<file path="config.mk">
export PLATFORM = sky130hd
export DESIGN_NAME = fp_sub_iter
export DESIGN_NICKNAME = d
export VERILOG_FILES = /design/src/rtl/fp_sub_iter.sv
export SDC_FILE = /design/constraint.sdc
export NUM_CORES = 1
export LEC_CHECK = 0
export ABC_CLOCK_PERIOD_IN_PS = 12300
export CORE_MARGIN = 2
export CORE_UTILIZATION = 50
export DETAILED_ROUTE_END_ITERATION = 6
export PLACE_DENSITY = 0.72
export SLEW_MARGIN = 20
export SYNTH_ARGS = -nofsm -noshare
export SYNTH_HDL_FRONTEND = slang
export SYNTH_SLANG_ARGS = --single-unit
</file>
<file path="constraint.sdc">
create_clock -name clk -period 12.3 [get_ports clk]
set_input_delay 1.845 -clock clk [delete_from_list [all_inputs] [get_ports clk]]
set_output_delay 1.845 -clock clk [all_outputs]
set_load 0.01 [all_outputs]
</file>
<file path="src/rtl/fp_sub_iter.sv">
// fp_sub_iter: iterative IEEE-754 single-precision a - b, one shift per cycle in align/normalise.
// Define FP_SUB_ROUND_EN to add a round-to-nearest-even state; otherwise the result is truncated.
module fp_sub_iter #(
  parameter int MAX_ALIGN = 27
) (
  input  logic        clk,
  input  logic        reset,
  input  logic        in_valid,
  output logic        in_ready,
  input  logic [31:0] a,
  input  logic [31:0] b,
  output logic        out_valid,
  input  logic        out_ready,
  output logic [31:0] result
);
  typedef enum logic [2:0] {IDLE, ALIGN, ADD, NORM, ROUND, DONE} state_t;
  localparam logic [7:0] MAXA = 8'(MAX_ALIGN);
  state_t st, st_n;
  logic [27:0] ml, ms, ml_n, ms_n, sum, sh;
  logic [8:0] e, e_n;
  logic [7:0] cnt, cnt_n, ea, eb;
  logic [22:0] fa, fb;
  logic sg, sg_n, sub, sub_n, sb, a_big;
  logic [31:0] res, res_n;
`ifdef FP_SUB_ROUND_EN
  logic rnd, rnd_n;
  logic [24:0] mr;
`endif

  function automatic logic [27:0] shr(input logic [27:0] x);
    return {1'b0, x[27:2], x[1] | x[0]};
  endfunction

  // exponent 0 flushes to signed zero, 255 and above saturates to signed infinity
  function automatic logic [31:0] pack(input logic s, input logic [8:0] ex, input logic [22:0] f);
    return ex == 9'd0 ? {s, 31'b0} : ex >= 9'd255 ? {s, 8'hff, 23'b0} : {s, ex[7:0], f};
  endfunction

  assign ea = a[30:23];
  assign eb = b[30:23];
  assign fa = ea == 8'd0 ? 23'd0 : a[22:0];
  assign fb = eb == 8'd0 ? 23'd0 : b[22:0];
  assign sb = ~b[31];
  assign a_big = {ea, fa} >= {eb, fb};
  assign sum = sub ? ml - ms : ml + ms;
  assign sh = shr(ml);
  assign in_ready = st == IDLE;
  assign out_valid = st == DONE;
  assign result = res;
`ifdef FP_SUB_ROUND_EN
  assign mr = ml[27:3] + {24'b0, ml[2] & (ml[3] | ml[1] | ml[0])};
`endif

  always_comb begin
    st_n = st;
    ml_n = ml;
    ms_n = ms;
    e_n = e;
    cnt_n = cnt;
    sg_n = sg;
    sub_n = sub;
    res_n = res;
`ifdef FP_SUB_ROUND_EN
    rnd_n = rnd;
`endif
    case (st)
      IDLE: if (in_valid) begin
        st_n = ALIGN;
        sg_n = a_big ? a[31] : sb;
        sub_n = a[31] ^ sb;
        e_n = {1'b0, a_big ? ea : eb};
        cnt_n = a_big ? ea - eb : eb - ea;
        ml_n = a_big ? {1'b0, ea != 8'd0, fa, 3'b0} : {1'b0, eb != 8'd0, fb, 3'b0};
        ms_n = a_big ? {1'b0, eb != 8'd0, fb, 3'b0} : {1'b0, ea != 8'd0, fa, 3'b0};
`ifdef FP_SUB_ROUND_EN
        rnd_n = 1'b0;
`endif
      end
      ALIGN: begin
        st_n = cnt > 8'd1 && cnt <= MAXA ? ALIGN : ADD;
        cnt_n = cnt > MAXA || cnt == 8'd0 ? cnt : cnt - 8'd1;
        ms_n = cnt > MAXA ? {27'b0, |ms} : cnt != 8'd0 ? shr(ms) : ms;
      end
      ADD: begin
        st_n = sum == 28'd0 ? DONE : NORM;
        res_n = sum == 28'd0 ? 32'd0 : res;
        ml_n = sum;
      end
      NORM: begin
        if (ml[27]) begin
          ml_n = sh;
          e_n = e + 9'd1;
`ifdef FP_SUB_ROUND_EN
          if (rnd) begin
            res_n = pack(sg, e + 9'd1, sh[25:3]);
            st_n = DONE;
          end
`endif
        end else if (!ml[26] && e != 9'd0) begin
          ml_n = {ml[26:0], 1'b0};
          e_n = e - 9'd1;
        end
`ifdef FP_SUB_ROUND_EN
        else if (e != 9'd0 && e < 9'd255 && !rnd) st_n = ROUND;
`endif
        else begin
          res_n = pack(sg, e, ml[25:3]);
          st_n = DONE;
        end
      end
`ifdef FP_SUB_ROUND_EN
      // a rounding carry goes back for a single right shift, then packs directly
      ROUND: if (mr[24]) begin
        ml_n = {mr, 3'b0};
        rnd_n = 1'b1;
        st_n = NORM;
      end else begin
        res_n = {sg, e[7:0], mr[22:0]};
        st_n = DONE;
      end
`endif
      DONE: st_n = out_ready ? IDLE : DONE;
      default: st_n = IDLE;
    endcase
  end

  always_ff @(posedge clk or posedge reset) begin
    if (reset) begin
      st <= IDLE;
      ml <= '0;
      ms <= '0;
      e <= '0;
      cnt <= '0;
      sg <= 1'b0;
      sub <= 1'b0;
      res <= '0;
`ifdef FP_SUB_ROUND_EN
      rnd <= 1'b0;
`endif
    end else begin
      st <= st_n;
      ml <= ml_n;
      ms <= ms_n;
      e <= e_n;
      cnt <= cnt_n;
      sg <= sg_n;
      sub <= sub_n;
      res <= res_n;
`ifdef FP_SUB_ROUND_EN
      rnd <= rnd_n;
`endif
    end
  end
endmodule

</file>
# After elaboration in Yosys (flattened, before gate mapping)
# Cells that the tools add are included.
[word_totals]
register_bits = 110
out_inout_bits = 34
wordCells = 99
[op_classes]
addsub = 7
n_lt_le_gt_ge = 5
eq_ne = 11
muxes = 36
n_bitwise = 4
reduce_logical = 27
[op_table]
columns = ["operator", "n"]
rows = [
  ["28-bit two-way mux", 7],
  ["32-bit two-way mux", 3],
  ["28-bit one-hot mux with 3 select lines", 1],
  ["32-bit one-hot mux with 2 select lines", 1],
  ["31-bit two-way mux", 2],
  ["28-bit one-hot mux with 2 select lines", 1],
  ["27-bit two-way mux", 2],
  ["23-bit two-way mux", 2],
  ["8-bit two-way mux", 4],
  ["31-bit >= comparator", 1],
  ["28-bit adder", 1],
  ["28-bit logical NOT", 1],
  ["28-bit OR reduction", 1],
  ["28-bit subtractor", 1],
  ["9-bit two-way mux", 3],
  ["8-bit logical NOT", 3],
  ["8-bit nonzero test", 3],
  ["9-bit one-hot mux with 2 select lines", 1],
  ["8-bit one-hot mux with 2 select lines", 1],
  ["8-bit subtractor", 2],
  ["3-bit two-way mux", 5],
  ["3-bit one-hot mux with 5 select lines", 1],
  ["3-bit AND reduction", 5],
  ["2-bit != test (second input constant)", 5],
  ["26 further kinds", 33],
]

# Logic depth before layout (Yosys ltp)
[logic_depth]
ltp_word = 6
depth_mapped = 20
depth_no_buf = 17

# Worst setup path before layout
# OpenSTA, ideal clock, no wires.
[synth_timing]
path_kind = "input port to flip-flop"
start = "input b[23]"
end = "register ml[9]"
setup_time_ps = 134
t_arrival_ps = 5483
t_required_ps = 12166
setup_slack_ps = 6683
stages = 16
path_buffers = 4
path_cell_list = "nor4_1 -> nand2_1 -> clkbuf_1 -> nand2_1 -> ha_1 -> a21oi_1 -> nand2_1 -> a221o_1 -> o31a_1 -> nor4_1 -> buf_2 -> buf_2 -> buf_1 -> o21ai_0 -> a221oi_1 -> o22ai_1"
[synth_between]
elab_chain_len = 6
[synth_lines]
columns = ["element", "line", "source"]
rows = [
  ["start, declared", "11", "input logic [31:0] b,"],
  ["8-bit logical NOT", "42", "assign fb = eb == 8'd0 ? 23'd0 : b[22:0];"],
  ["23-bit two-way mux", "42", ""],
  ["31-bit >= comparator", "44", "assign a_big = {ea, fa} >= {eb, fb};"],
  ["27-bit two-way mux *", "73", "ml_n = a_big ? {1'b0, ea != 8'd0, fa, 3'b0} : {1'b0, eb != 8'd0, fb, 3'b0};"],
  ["28-bit two-way mux *", "67", "IDLE: if (in_valid) begin"],
  ["28-bit one-hot mux with 3 select lines *", "66", "case (st)"],
  ["end signal, assigned", "142", "ml <= ml_n;"],
  ["end, declared", "19", "logic [27:0] ml, ms, ml_n, ms_n, sum, sh;"],
]
# Every way passes the cells marked *; elsewhere a longest branch is shown, timed or not. The select of a mux whose other input is x is not followed.
# A chain may end at the register's enable or synchronous reset.

# Final worst setup path
[layout_timing]
start = "input a[23]"
end = "register cnt[7]"
[layout_between]
elab_chain_len = 6
word_cells_on_any_way = 8
classes_between = "add/sub: 2; order compare: 1; mux: 4; reduce/logical: 1"
[layout_lines]
columns = ["element", "line", "source"]
rows = [
  ["start, declared", "10", "input logic [31:0] a,"],
  ["8-bit logical NOT", "41", "assign fa = ea == 8'd0 ? 23'd0 : a[22:0];"],
  ["23-bit two-way mux", "41", ""],
  ["31-bit >= comparator", "44", ""],
  ["8-bit two-way mux *", "72", "cnt_n = a_big ? ea - eb : eb - ea;"],
  ["8-bit two-way mux *", "67", ""],
  ["8-bit one-hot mux with 2 select lines *", "66", ""],
  ["end signal, assigned", "145", "cnt <= cnt_n;"],
  ["end, declared", "21", "logic [7:0] cnt, cnt_n, ea, eb;"],
]
# Marked as above.

==> impl_metrics.yaml <==
outcome:
  status: "complete, no violations"
synth:
  synthArstFlopShare_pct: 100.0
  synth_top_area_share_pct: 27.66
  syn-instance-count: 1252
  seq_area_frac_synth_pct: 27.66
  syn_area_per_cell_um2: 7.876
  ys_types: 80
  syn_nets: 1400
  yosys_warnings: 0
  netlist_area_um2: 9861
  synth-seq-cells: 109
  synth_enable_flop_cells: 0
  yosys.area.top_type: "dfrtp_1"
  synth_ff_type: "dfrtp_1"
  synthTopCellsByArea: "dfrtp_1 28%, ha_1 9.6%, a21oi_1 6.0%, o21ai_0 5.8%, nand2_1 5.4%"
worst_setup_path:
  crit_type: "in -> reg"
  cp.arrival_ns: 6.66
  end_kind: "flop"
  worstPathMaxFanout: 53
  cp-start-kind: "primary input"
  worst_ep_required_time_ns: 12.60
global_routing:
  antenna_found_initial: 0
  grt_max_degree: 70
  busiest_layer: "met1"
  grt_pass1_wl_mm: 47.46
  track_usage_pct: 29.18
  grt_pass1_vias: 8770
  grt_use_met1_pct: 44.47
  grt_overflow_total: 0
  met3_usage_pct: 4.603
  met2_usage_pct: 42.53
final_layout:
  mostFrequentLayoutCell: "nand2_1"
  final_area_um2: 11300
  final_cell_mix: "142 x nand2_1, 118 x a21oi_1, 114 x o21ai_0"
  fillers: 1791
  final_cells: 1567
  num_antenna_cells: 0
  area_growth_pct: 14.64
  final_nets: 1445
  layout-drive-gt1-share_pct: 4.608
route:
  drc_errors: 0
  viasPerCell: 6.143
  dr.pass1.iters: 7
  drt-initial-drc-count: 799
  vias: 9626
  wire_per_inst_um: 19.09
  ant_nets: 0
  routed_wirelength_mm: 29.91
timing:
  hold_viol_final: 0
  maxSlewViolCount: 0
  relSlewSlack_pct: 25.65
  final.setup.tns_ns: 0
  max_freq_ghz: 0.1573
  finalCritPeriodShare_pct: 51.69
  fin_skew_ns: 0.01440
  rsz0062_at_grt: "false"
  timing.hold.ws_ns: 0.5079
  fin_crit_ns: 6.358
  worstMarginPinSlew_ns: 1.115
  setup-violations-final: 0
pwr:
  p_per_area_nw_per_um2: 316.2
  power_leakage_uw: 0.004899
  power_uw: 3575
  max-vdd-ir-drop_uv: 123.7
job:
  maxCapViolations: 0
placed_design:
  dpl-instance-area_um2: 10980
  dp_hpwl_mm: 22.89
  port_buffers: 101
  place_congestion: 0.9279
  placed_cells: 1551
clocking:
  insertion_delay_ns: 0.37
  clock-sinks: 109
  postCtsSetupBuffers: 0
  cts_buffers: 9
  path_clk_slew_ns: 0.09
  clockRootBuffer: "clkbuf_16"
  htreeDepth: 3
  holdBufCountCts: 0
  cts-resized-gates: 0
  max-clock-path-buffers: 2
  cts_tree: "done"
floorplan:
  die_area_um2: 20860
  io-pin-count: 102
  fp.dieW_um: 144.4
  start_util_pct: 50.83
  core_area_um2: 19400
  die_h_um: 144.4
  rows: 51
worst_hold_path:
  hp-class: "reg -> reg"
## worst paths after layout
path	endpoint	startpoint	slack, ns	cells past startpoint
hold reg to reg	result[28]	result[28]	0.51	1
max in group asynchronous	ms[8]	reset	9.11	3
min in group asynchronous	result[27]	reset	1.86	2
hold / removal	result[28]	result[28]	0.51	1
setup reg to reg	result[8]	ms[2]	6.38	17
setup / recovery	cnt[7]	a[23]	5.94	16
## logic make-up (layout without fill, tap and decap cells)
| kind of cell | count (synthesis) | after routing | share of synthesized area, % |
|---|---|---|---|
| AO/OA/AOI/OAI | 428 | 428 | 27.69 |
| AND/OR/NAND/NOR | 390 | 390 | 18.60 |
| buffers and inverters | 143 | 193 | 5.875 |
| flip-flops | 109 | 109 | 27.66 |
| adder cells (fa/ha/maj) | 80 | 80 | 10.46 |
| XOR/XNOR | 61 | 61 | 5.418 |
| multiplexers | 41 | 41 | 4.302 |
## cells in the mapped netlist (19+ instances only)
master / instances
a21o_1: 23
clkbuf_1: 61
ha_1: 76
inv_1: 64
nor2_1: 113
nand2_1: 142
dfrtp_1: 109
a21oi_1: 118
nor3_1: 19
a31oi_1: 19
xnor2_1: 46
o21ai_0: 114
a32o_1: 23
mux2i_1: 30
nand3_1: 29
a22oi_1: 23
## critical path, cell delays in order
cell and delay (ns):
clkdlybuf4s50_1 0.45, nor4_1 0.37, nand2_1 0.59, and2_1 0.43
ha_1 0.33, a21oi_1 0.15, nand2_1 0.07, a221o_1 0.34
o31a_1 0.30, nor4_2 0.29, buf_4 0.50, mux2_2 0.43
o21ai_0 0.15, a31oi_1 0.07, xor2_1 0.15, o21ai_0 0.16
## registers in the layout, indices dropped and copies added, names as in the netlist
name    flops
ml         28
sg          1
cnt         8
e           9
sub         1
ms         27
result     32
st          3
## per-stage QoR
step | util (%) | setup WS [ns]
6_report | 58.28 | 5.943
3_5_place_dp | 56.58 | 5.552
5_1_grt | 58.28 | 5.629
4_1_cts | 58.28 | 5.929
3_3_place_gp | 56.58 | 5.608
2_1_floorplan | - | 6.683
## where the power goes
| group | internal, uW | switching (uW) |
|---|---|---|
| Combinational | 1010 | 1470 |
| Clock | 151 | 168 |
| Sequential | 520 | 254 |
| Total | 1680 | 1900 |
## cell type report
cell class              instances  area (um2)  share of cell area [%]
multi-input cells            1000        6573                   58.14
flip-flops and latches        109        2728                   24.13
repair buffers                113        1101                   9.740
well taps                     265       331.6                   2.933
inverters                      64       242.7                   2.147
clock buffers                   9       225.2                   1.992
clock inverters                 7       103.9                  0.9187
## per-layer routing
metal / up-vias / part of all wire (%)
met3: 34 / 7.9
met4: 0 / 2.2
met2: 413 / 43
li1: 4650 / -
met5: - / 0
met1: 4529 / 47
No activity file was read; power rests on OpenSTA's default activity.
